## src/rtl/sextium_pkg.sv

```systemverilog
// Shared types and constants for the Sextium memory-bus arbiter.
package sextium_pkg;

  typedef enum logic [1:0] {
    ST_IDLE = 2'd0,
    ST_GNT0 = 2'd1,
    ST_GNT1 = 2'd2
  } arb_state_t;

  localparam logic PORT0 = 1'b0;
  localparam logic PORT1 = 1'b1;

  // One-hot {m1, m0} ownership view of a state.
  function automatic logic [1:0] state_to_grant(input arb_state_t st);
    logic [1:0] g;
    g = 2'b00;
    if (st == ST_GNT0) g = 2'b01;
    if (st == ST_GNT1) g = 2'b10;
    return g;
  endfunction

endpackage

```

## src/rtl/mux2.sv

```systemverilog
// Generic two-input multiplexer.
module mux2 #(
  parameter int W = 1
) (
  input  logic         i_sel,
  input  logic [W-1:0] i_d0,
  input  logic [W-1:0] i_d1,
  output logic [W-1:0] o_y
);

  assign o_y = i_sel ? i_d1 : i_d0;

endmodule

```

## src/rtl/rr_pick2.sv

```systemverilog
// Two-requester round-robin choose: a lone requester wins, a tie goes to
// the port that was not served last.
module rr_pick2
  import sextium_pkg::*;
(
  input  logic i_req0,
  input  logic i_req1,
  input  logic i_last,
  output logic o_valid,
  output logic o_idx
);

  // Pick the winner from the current request pair and the last-served port.
  always_comb begin
    o_valid = i_req0 | i_req1;
    o_idx   = PORT0;
    if (i_req0 && i_req1) begin
      o_idx = (i_last == PORT0) ? PORT1 : PORT0;
    end else if (i_req1) begin
      o_idx = PORT1;
    end
  end

endmodule

```

## src/rtl/sextium_mem_arbiter.sv

```systemverilog
// Two-port memory-bus arbiter: Sextium core on port 0, loader/debug master on
// port 1. One owner per transfer, round-robin on ties, bus lock for port 1.
//
//   state   | meaning
//   --------+--------------------------------------------------------------
//   IDLE    | no owner; memory outputs forced to 0, mem_ack ignored
//   GNT0    | port 0 owns the bus; its strobes/addr/wdata reach memory
//   GNT1    | port 1 owns the bus; held while m1_lock even without request
module sextium_mem_arbiter
  import sextium_pkg::*;
#(
  parameter int DATA_W = 16,
  parameter int ADDR_W = 16
) (
  input  logic              clock,
  input  logic              reset,
  input  logic              m0_read,
  input  logic              m0_write,
  input  logic [ADDR_W-1:0] m0_addr,
  input  logic [DATA_W-1:0] m0_wdata,
  output logic              m0_ack,
  output logic [DATA_W-1:0] m0_rdata,
  input  logic              m1_read,
  input  logic              m1_write,
  input  logic [ADDR_W-1:0] m1_addr,
  input  logic [DATA_W-1:0] m1_wdata,
  output logic              m1_ack,
  output logic [DATA_W-1:0] m1_rdata,
  input  logic              m1_lock,
  output logic              mem_read,
  output logic              mem_write,
  output logic [ADDR_W-1:0] mem_addr,
  output logic [DATA_W-1:0] mem_wdata,
  input  logic              mem_ack,
  input  logic [DATA_W-1:0] mem_rdata,
  output logic [1:0]        grant
);

  localparam int BUS_W = 2 + ADDR_W + DATA_W;

  arb_state_t r_state;
  arb_state_t w_state_nxt;
  logic       r_last;
  logic       w_last_nxt;

  logic       w_req0;
  logic       w_req1;
  logic       w_pick_valid;
  logic       w_pick_idx;

  logic             w_owned;
  logic [BUS_W-1:0] w_bus0;
  logic [BUS_W-1:0] w_bus1;
  logic [BUS_W-1:0] w_bus_sel;
  logic [BUS_W-1:0] w_bus_out;

  assign w_req0 = m0_read | m0_write;
  assign w_req1 = m1_read | m1_write;

  rr_pick2 u_pick (
    .i_req0  (w_req0),
    .i_req1  (w_req1),
    .i_last  (r_last),
    .o_valid (w_pick_valid),
    .o_idx   (w_pick_idx)
  );

  // State and last-served register; last resets to port 1 so port 0 wins
  // the first tie.
  always_ff @(posedge clock or negedge reset) begin
    if (!reset) begin
      r_state <= ST_IDLE;
      r_last  <= PORT1;
    end else begin
      r_state <= w_state_nxt;
      r_last  <= w_last_nxt;
    end
  end

  // Next-state: arbitration in IDLE, handover or retention on ack, and
  // release on withdrawal (port 1 lock overrides withdrawal).
  always_comb begin
    w_state_nxt = r_state;
    w_last_nxt  = r_last;
    case (r_state)
      ST_IDLE: begin
        if (w_pick_valid) begin
          w_state_nxt = (w_pick_idx == PORT1) ? ST_GNT1 : ST_GNT0;
        end
      end
      ST_GNT0: begin
        if (mem_ack) begin
          w_last_nxt = PORT0;
          if (w_req1)      w_state_nxt = ST_GNT1;
          else if (w_req0) w_state_nxt = ST_GNT0;
          else             w_state_nxt = ST_IDLE;
        end else if (!w_req0) begin
          w_state_nxt = ST_IDLE;
        end
      end
      ST_GNT1: begin
        if (mem_ack) begin
          w_last_nxt = PORT1;
          if (m1_lock)     w_state_nxt = ST_GNT1;
          else if (w_req0) w_state_nxt = ST_GNT0;
          else if (w_req1) w_state_nxt = ST_GNT1;
          else             w_state_nxt = ST_IDLE;
        end else if (!w_req1 && !m1_lock) begin
          w_state_nxt = ST_IDLE;
        end
      end
      default: begin
        w_state_nxt = ST_IDLE;
      end
    endcase
  end

  assign w_bus0 = {m0_read, m0_write, m0_addr, m0_wdata};
  assign w_bus1 = {m1_read, m1_write, m1_addr, m1_wdata};

  mux2 #(.W(BUS_W)) u_bus_mux (
    .i_sel (r_state == ST_GNT1),
    .i_d0  (w_bus0),
    .i_d1  (w_bus1),
    .o_y   (w_bus_sel)
  );

  // Memory-side outputs and acks follow the owner; everything is zero in IDLE.
  always_comb begin
    w_owned   = (r_state == ST_GNT0) || (r_state == ST_GNT1);
    w_bus_out = '0;
    if (w_owned) begin
      w_bus_out = w_bus_sel;
    end
    m0_ack = mem_ack && (r_state == ST_GNT0);
    m1_ack = mem_ack && (r_state == ST_GNT1);
  end

  assign {mem_read, mem_write, mem_addr, mem_wdata} = w_bus_out;

  // Read data is broadcast; each master qualifies it with its own ack.
  assign m0_rdata = mem_rdata;
  assign m1_rdata = mem_rdata;

  assign grant = state_to_grant(r_state);

endmodule

```

## config.mk

```make
export PLATFORM = sky130hd
export DESIGN_NAME = sextium_mem_arbiter
export DESIGN_NICKNAME = d
export VERILOG_FILES = /design/src/rtl/sextium_pkg.sv /design/src/rtl/mux2.sv /design/src/rtl/rr_pick2.sv /design/src/rtl/sextium_mem_arbiter.sv
export SDC_FILE = /design/constraint.sdc
export NUM_CORES = 1
export LEC_CHECK = 0
export ABC_AREA = 1
export BUFFER_PORTS_ARGS = -buffer_cell sky130_fd_sc_hd__buf_2
export CAP_MARGIN = 25
export CELL_PAD_IN_SITES_DETAIL_PLACEMENT = 0
export CELL_PAD_IN_SITES_GLOBAL_PLACEMENT = 1
export CORE_UTILIZATION = 19
export DETAILED_ROUTE_END_ITERATION = 8
export PLACE_DENSITY_LB_ADDON = 0.1
export SLEW_MARGIN = 20
export SYNTH_ARGS = -nofsm -noshare
export SYNTH_HDL_FRONTEND = slang
export SYNTH_HIERARCHICAL = 1
export SYNTH_SLANG_ARGS = --single-unit
```

## constraint.sdc

```tcl
create_clock -name clock -period 1.7 [get_ports clock]
set_input_delay 0.255 -clock clock [delete_from_list [all_inputs] [get_ports clock]]
set_output_delay 0.255 -clock clock [all_outputs]
set_load 0.03 [all_outputs]
```

==> results of run 1 <==
==> timing repair <==
action | in CTS | in global routing
cloned | 1 | 0
pin swaps | 8 | 11
setup endpoints to repair | 35 | 35
setup buffers | 0 | 3
gates resized for setup | 73 | 25
endpoints found under the hold margin | 2 | 0
hold buffers | 1 | 0
==> power breakdown <==
part | switching [mW] | internal (mW)
clock | 0.0514 | 0.160
sequential | 0.0244 | 0.114
combinational | 2.36 | 1.59
total | 2.44 | 1.86
==> through the flow <==
step / TNS [ns] / instance area [µm²] / hold slack (ns)
final: -0.547 / 2130 / 0.304
after global routing: -3.16 / 2130 / 0.315
after CTS: -0.627 / 2050 / 0.314
after detailed placement: 0 / 1750 / 0.0642
after global placement: 0 / 1750 / 0.0631
after floorplan: 0 / 1350 / -0.0406
==> sequential cells by signal, summed over array words and instances, names as in the netlist <==
register,count
r_last,1
r_state,2
==> metal layers <==
metal,vias up,track usage (%)
li1,879,-
met3,3,1.52
met4,0,2.42
met5,-,0
met1,692,13.1
met2,65,21.0
==> area by class of cell <==
type                       instances  area [µm²]
tap                               96         120
multi-input combinational        168         801
clock buffer                       4        45.0
fill                             812        4700
sequential                         3        76.3
inverter                          48         199
timing repair buffer             122         875
timing repair inverter             1        16.3
==> cell usage in the layout, fill, tap and decap left out <==
cell / instances
nand2_1: 128
buf_2: 74
inv_1: 34
buf_6: 23
nand2_2: 21
buf_4: 18
inv_2: 12
nand3_1: 5
buf_8: 4
clkbuf_8: 3
nand2_4: 2
nand3_2: 2
ha_4: 2
buf_12: 2
dfrtp_1: 2
nor2_4: 1
inv_4: 1
o21a_1: 1
o21ai_2: 1
o21ai_1: 1
ha_2: 1
ha_1: 1
clkbuf_1: 1
inv_12: 1
dlygate4sd3_1: 1
dfstp_2: 1
inv_16: 1
or2_1: 1
a21oi_1: 1
==> critical path: cells and delay by family, from the launching register on <==
family        cells  cell delay (ns)
buf+inv           5             0.57
simple gates      3             0.16
flops             1             0.37
fa+ha+maj         1             0.16
==> kinds of logic (layout without fill, tap and decap cells) <==
group / count (synthesis) / in the layout / synth area share, %
adders and majority gates: 4 / 4 / 3.71
AOI/OAI and AO/OA: 4 / 4 / 1.95
and+or+nand+nor: 160 / 160 / 49.4
DFF: 3 / 3 / 5.65
buffers and inverters: 92 / 175 / 39.3
==> worst min-delay path by stage <==
stage	slack, ns	depth (start not counted)	from	to
after CTS	0.31	3	mem_ack	r_last
after global routing	0.31	3	mem_ack	r_last
final	0.30	3	mem_ack	r_last
after detailed placement	0.06	1	reset	r_state[0]
after floorplan	-0.04	0	reset	r_state[0]
after global placement	0.06	1	reset	r_state[0]
==> results.toml, run 1 <==
[layout]
layout-drive-gt1-share_pct = 49.1
final_nets = 439
finalNonFillerCells = 442
antenna_cells = 0
areaGrowthSynthToFinish_pct = 57.9
fin_util_pct = 31.2

[grt]
antenna_found_initial = 0
grt_pass1_wl_mm = 6.69
grt_pass1_vias = 1558
overflow = 0
grt_max_degree = 23
grt_usage_pct = 11.1

[clock_network]
clock_sinks = 3
worstSkewPairLatency_ns = 0.22
root_buffer = "clkbuf_8"
cts_buffers = 3
htreeDepth = 1
clockBufferDepth = 2
cts_tree = "built"
path_clk_slew_ns = 0.04

[timing]
worst_slew_pin_slew_ns = 0.158
finClkSkew_ns = 0.00859
fmax_mhz = 571
setup_viol_count_final = 16
grt_setup_unrepaired = "true"
worst_slack_ns = -0.0501
slew_headroom_pct = 89.5
post-route-period-util_pct = 103
min_period_ns = 1.75
drv_slew = 0
hold_viol_final = 0

[worst_setup_path]
rrSetupSlack_ns = 0.26
critPathLaunch = "r_state[0]"
crit_path_end = "mem_addr[9]"
worstRegToRegCells = 10
endpoint_kind = "output pin"
arrival_ns = 1.50
crit_chain = "inv_2, ha_4, buf_12, buf_8, nand2_1, nand2_1, nand2_1, inv_1, buf_6"
cp_common_cell = "nand2_1"
cp_max_fo = 7
crit_type = "reg2out"
r2r_end = "r_state[0]"
crit_path_start_kind = "flop"
r2r_start = "r_state[0]"
cp.required_ns = 1.44
cp_slowest_cell = "dfrtp_1"
max_stage_delay_ns = 0.37

[route]
wl_met3_um = 315
routed_wl_mm = 4.40
dr.max_layer_used = "met4"
routedWlPerCell_um = 9.95
first_iter_violations = 40
first_pass_iters = 4
drc = 0
vias_per_cell = 3.71
ant_nets = 0
via_count = 1639
wl_met2_mm = 2.17
wl_met1_mm = 1.89

[place]
pre_cts_slack_ns = 0.0541
gp_congestion = 0.708
place_hpwl_mm = 3.28
port_buffers = 109
dp.cells = 433

[logic_synthesis]
synthArstFlopShare_pct = 100
postSynthAreaPerCell_um2 = 5.13
synth_fp_nets = 355
synthDistinctLibCells = 21
netlist.top_cell.by_area = "nand2_1"
ys_top_cells_by_count = "nand2_1 (138), inv_1 (42), buf_4 (35), nand2_2 (12)"
ys_warn_count = 6
synth_edf_count = 0
ys_seq_elements = 3
yosysMostFrequentCell = "nand2_1"
synth_area_leaders = "nand2_1 (38%), buf_4 (19%), inv_1 (12%)"
yosys.area.top_type_share_pct = 38.4
synthFlopType = "dfrtp_1"
yosysSeqAreaShare_pct = 5.65
netlist_area_um2 = 1350
synthCells = 263

[hold_path]
hp-class = "in2reg"

[pwr]
p_leak_nw = 1.46
max-vdd-ir-drop_v = 0.000640
power_density_nw_per_um2 = 2020
total_power_mw = 4.30

[run_status]
outcome = "complete, but fails checks"
violations = "setup timing"

[die]
start_util_pct = 19.8
design.core.area_um2 = 6830
die_h_um = 86.3
dieArea_um2 = 7450
pin_count = 158
chipWidth_um = 86.3
placementRows = 30

[flow_run]
drv_cap = 0
(Power assumes the default switching activity.)
==> inputs of run 2 (changes only) <==
SETUP_SLACK_MARGIN = 0.5   (was not set)
==> run 2 against run 1 <==
The flow still finishes with violations (setup timing). Worst setup slack improved by 0.013 ns. Count of clock-buffer cells in the layout did not move. Cell count up 0.90%. Critical path type unchanged. Highest routed layer unchanged.
==> results.toml, run 2 (synthesized netlist as in run 1, its figures left out) <==
[layout]
areaGrowthSynthToFinish_pct = 75.3
largest_reg_flops = 2
fillers = 778
finalNonFillerCells = 446
final_common_cell = "nand2_1"
final_cell_mix = "nand2_1 (109), buf_2 (71), inv_2 (39), buf_6 (39), nand2_2 (38)"
fin_util_pct = 34.6
antenna_cells = 0
layout-drive-gt1-share_pct = 64.3
final_nets = 443
largest_register = "r_state"
largest_registers = "r_state: 2 flops, r_last: 1 flops"

[clock_network]
clockBufferDepth = 2
path_clk_slew_ns = 0.03
cts_tree = "built"
cts_buffers = 3
worstSkewPairLatency_ns = 0.21
htreeDepth = 1
clock_sinks = 3
root_buffer = "clkbuf_8"

[worst_setup_path]
cp_max_fo = 12
arrival_ns = 1.48
rrSetupSlack_ns = 0.18
crit_type = "reg2out"
crit_path_start_kind = "flop"
endpoint_kind = "output pin"
cp.required_ns = 1.44

[hold_path]
hp-class = "in2reg"

[run_status]
violations = "setup timing"
outcome = "complete, but fails checks"

[die]
start_util_pct = 19.8
pin_count = 158
dieArea_um2 = 7450
placementRows = 30
design.core.area_um2 = 6830
chipWidth_um = 86.3
die_h_um = 86.3

[route]
vias_per_cell = 3.74
via_count = 1670
ant_nets = 0
wl_met3_um = 313
routedWlPerCell_um = 10.1
dr.max_layer_used = "met4"
first_pass_iters = 4
routed_wl_mm = 4.53
wl_met1_mm = 1.85
drc = 0
wl_met2_mm = 2.33
first_iter_violations = 26

[pwr]
p_switching_mw = 2.71
p_sw_share_pct = 53.8
clock_power_share_pct = 4.1
pwr-share-seq_pct = 3.0
internal_power_mw = 2.32
max-vdd-ir-drop_v = 0.000656
pwr-share-comb_pct = 92.9
power_density_nw_per_um2 = 2130
p_leak_nw = 1.48
total_power_mw = 5.03

[grt]
overflow = 0
grt_pass1_vias = 1485
grt_usage_pct = 11.3
grt_max_degree = 19
grt_pass1_wl_mm = 6.76
antenna_found_initial = 0

[timing]
post-route-period-util_pct = 102
grt_setup_unrepaired = "true"
setup_viol_count_final = 34
worst_slack_ns = -0.0374
slew_headroom_pct = 87.3
hold_viol_final = 0
worst_slew_pin_slew_ns = 0.191
min_period_ns = 1.74
fmax_mhz = 576
drv_slew = 0
finClkSkew_ns = 0.00201

[flow_run]
drv_cap = 0

[place]
place_hpwl_mm = 3.11
gp_congestion = 0.731
port_buffers = 109
dp.cells = 430
run 2: cell count changes in the layout (fill, tap and decap cells not counted), sizes merged:
cell  previous run  this run
buf            121       125
run 2: critical path: stages (launching register included):
cell	delay, ns
dfrtp_1	0.34
inv_2	0.06
buf_4	0.14
ha_4	0.33
buf_16	0.16
nand2_1	0.07
inv_2	0.05
buf_6	0.12
run 2: worst paths after layout:
path / from / endpoint / cells past startpoint
max in group asynchronous: reset / r_last / 2
worst max-delay path: r_state[0] / mem_addr[0] / 7
worst min register to register: r_last / r_last / 2
worst max register to register: r_state[0] / r_state[0] / 11
worst min-delay path: mem_ack / r_last / 3
min in group asynchronous: reset / r_state[1] / 2
run 2: power groups by stage:
stage / clock network, mW / registers, mW / logic [mW]
global placement: 0 / 0.142 / 3.34
CTS: 0.211 / 0.146 / 4.53
floorplan: 0 / 0.137 / 2.68
detailed placement: 0 / 0.140 / 3.30
finish: 0.205 / 0.150 / 4.68
global route: 0.221 / 0.153 / 5.03
run 2: timing repair:
| action | in CTS | in global routing |
|---|---|---|
| cloned | 3 | 0 |
| setup buffers | 3 | 5 |
| resized for setup | 104 | 20 |
| endpoints found under the setup margin | 40 | 40 |
| pin swaps | 6 | 4 |
| endpoints found under the hold margin | 2 | 0 |
| hold buffers | 1 | 0 |
run 2: layer usage:
layer	up-vias	GRT usage [%]
li1	892	-
met1	710	13.3
met2	61	21.8
met3	7	1.14
met4	0	2.42
met5	-	0
run 2: per-stage QoR:
stage	hold WS (ns)	setup slack (ns)	instance area, µm²	setup TNS [ns]
after global routing	0.331	-0.113	2370	-3.09
final	0.315	-0.0374	2370	-0.741
after detailed placement	0.0585	0.0702	1770	0
after global placement	0.0603	0.0749	1770	0
after CTS	0.309	-0.0576	2260	-1.12
after floorplan	-0.0406	0.203	1390	0
run 2: area by class of cell:
class / instances / area [µm²] / share of cell area, %
repair inverters: 1 / 8.76 / 0.370
multi-input cells: 168 / 891 / 37.7
flip-flops and latches: 3 / 77.6 / 3.28
inverters: 48 / 204 / 8.62
repair buffers: 126 / 1020 / 43.1
well taps: 96 / 120 / 5.08
clock buffers: 4 / 45.0 / 1.90
==> inputs of run 3 (changes only) <==
PLACE_DENSITY = 0.8   (was not set)
PLACE_DENSITY_LB_ADDON = not set   (was 0.1)
==> run 3 against run 2 <==
The flow still finishes with violations (setup timing). Total power grew 1.5%. Core utilization increased by 0.71 points. First-iteration DRC count increased by 77%. Critical endpoint is now mem_addr[11]. Wire length is 10% higher. Sequential share of layout area down 0.066 points. Sequential cell count unchanged. Non-clock buffer count rose by 7. Combinational power grew 1%.
==> results.toml, run 3 (synthesized netlist as in run 1, its figures left out) <==
[worst_setup_path]
cp_slowest_cell = "dfrtp_1"
crit_type = "reg2out"
endpoint_kind = "output pin"
cp_num_buf_inv = 5
cp_common_cell = "nand2_1"
cp.required_ns = 1.44
cp_max_fo = 5
crit_chain = "inv_2, ha_4, buf_12, clkbuf_16, nand2_1, nand2_1, nand2_1, inv_2, buf_6"
crit_family = "buffers and inverters"
max_stage_delay_ns = 0.39
crit_path_start_kind = "flop"
arrival_ns = 1.52

[die]
placementRows = 30
chipWidth_um = 86.3
start_util_pct = 19.8
design.core.area_um2 = 6830
die_h_um = 86.3
pin_count = 158
dieArea_um2 = 7450

[route]
first_pass_iters = 4
drc = 0
routed_wl_mm = 4.98
first_iter_violations = 46
vias_per_cell = 3.88
via_count = 1757
routedWlPerCell_um = 11.0
ant_nets = 0

[layout]
largest_registers = "r_state: 2 flops, r_last: 1 flops"
layout-drive-gt1-share_pct = 62.7
largest_reg_flops = 2
fillers = 738
final_nets = 450
finalNonFillerCells = 453
final_common_cell = "nand2_1"
fin_util_pct = 35.3
areaGrowthSynthToFinish_pct = 78.9
multi_input_area_um2 = 872
final-seq-area_um2 = 77.6
largest_register = "r_state"
antenna_cells = 0
final_cell_mix = "nand2_1 (118), buf_2 (71), inv_2 (39)"

[clock_network]
worstSkewPairLatency_ns = 0.23
cts_tree = "built"
path_clk_slew_ns = 0.03
root_buffer = "clkbuf_8"
clock_sinks = 3
cts_buffers = 3
clockBufferDepth = 2
htreeDepth = 1

[timing]
grt_setup_unrepaired = "true"
slew_headroom_pct = 89.0
drv_slew = 0
finClkSkew_ns = 0.00575
setup_viol_count_final = 35
worst_slack_ns = -0.0780
post-route-period-util_pct = 105
min_period_ns = 1.78
worst_slew_pin_slew_ns = 0.165
fmax_mhz = 562
hold_viol_final = 0

[pwr]
power_density_nw_per_um2 = 2120
max-vdd-ir-drop_v = 0.000789
p_leak_nw = 1.52
total_power_mw = 5.11

[grt]
grt_pass1_vias = 1620
grt_pass1_wl_mm = 7.19
antenna_found_initial = 0
grt_usage_pct = 12.1
grt_max_degree = 24
overflow = 0

[place]
place_hpwl_mm = 3.03
dp.cells = 429
gp_congestion = 0.814
port_buffers = 109

[run_status]
violations = "setup timing"
outcome = "complete, but fails checks"

[flow_run]
drv_cap = 0

[hold_path]
hp-class = "in2reg"
## run 3: cell count changes in the layout (fill, tap and decap cells not counted), moves of 2 or more
cell and delta:
buf_4 +11, buf_6 -6, nand2_1 +9, nand2_2 -9
clkbuf_16 +2
## run 3: layer usage
| layer | global-route usage, % | share of wire (%) |
|---|---|---|
| met5 | 0 | 0 |
| met4 | 3.64 | 1.7 |
| met3 | 1.90 | 6.3 |
| met2 | 22.7 | 50 |
| met1 | 14.1 | 42 |
## run 3: through the flow
stage | area, µm² | setup TNS (ns) | setup WS (ns) | hold WS, ns
finish | 2410 | -1.79 | -0.0780 | 0.314
global route | 2410 | -3.84 | -0.135 | 0.326
CTS | 2230 | -1.25 | -0.0635 | 0.287
detailed placement | 1770 | 0 | 0.0418 | 0.0618
global placement | 1770 | 0 | 0.0926 | 0.0579
floorplan | 1390 | 0 | 0.203 | -0.0406
## run 3: repair_timing
item,4_1_cts,5_1_grt
hold endpoints to repair,2,0
setup endpoints to repair,41,41
pin swaps,4,19
cloned,3,2
hold buffers,1,0
resized for setup,74,38
buffers inserted,12,2
## run 3: power breakdown
group          switching [mW]  total [mW]  internal (mW)
sequential             0.0322       0.149          0.117
combinational            2.67        4.74           2.07
clock                  0.0565       0.217          0.161
## run 3: path summary, 6_finish.rpt
| path | endpoint | depth (start not counted) | start | slack (ns) |
|---|---|---|---|---|
| min in group asynchronous | r_state[1] | 2 | reset | 0.35 |
| setup reg to reg | r_state[0] | 11 | r_state[1] | 0.13 |
| hold / removal | r_last | 3 | mem_ack | 0.31 |
| max in group asynchronous | r_last | 2 | reset | 1.15 |
| hold reg to reg | r_last | 2 | r_last | 0.47 |
| setup / recovery | mem_addr[11] | 9 | r_state[0] | -0.08 |
## run 3: worst min-delay path: stages
cell     delay [ns]
buf_2          0.14
nand2_4        0.08
nand2_1        0.05
## run 3: final cells by class
cell class,instances,share of cell area (%)
Timing Repair inverter,1,0.674
Timing Repair Buffer,133,44.7
Multi-Input combinational cell,168,36.1
Inverter,48,8.45
Clock buffer,4,1.87
Tap cell,96,4.97
Sequential cell,3,3.21
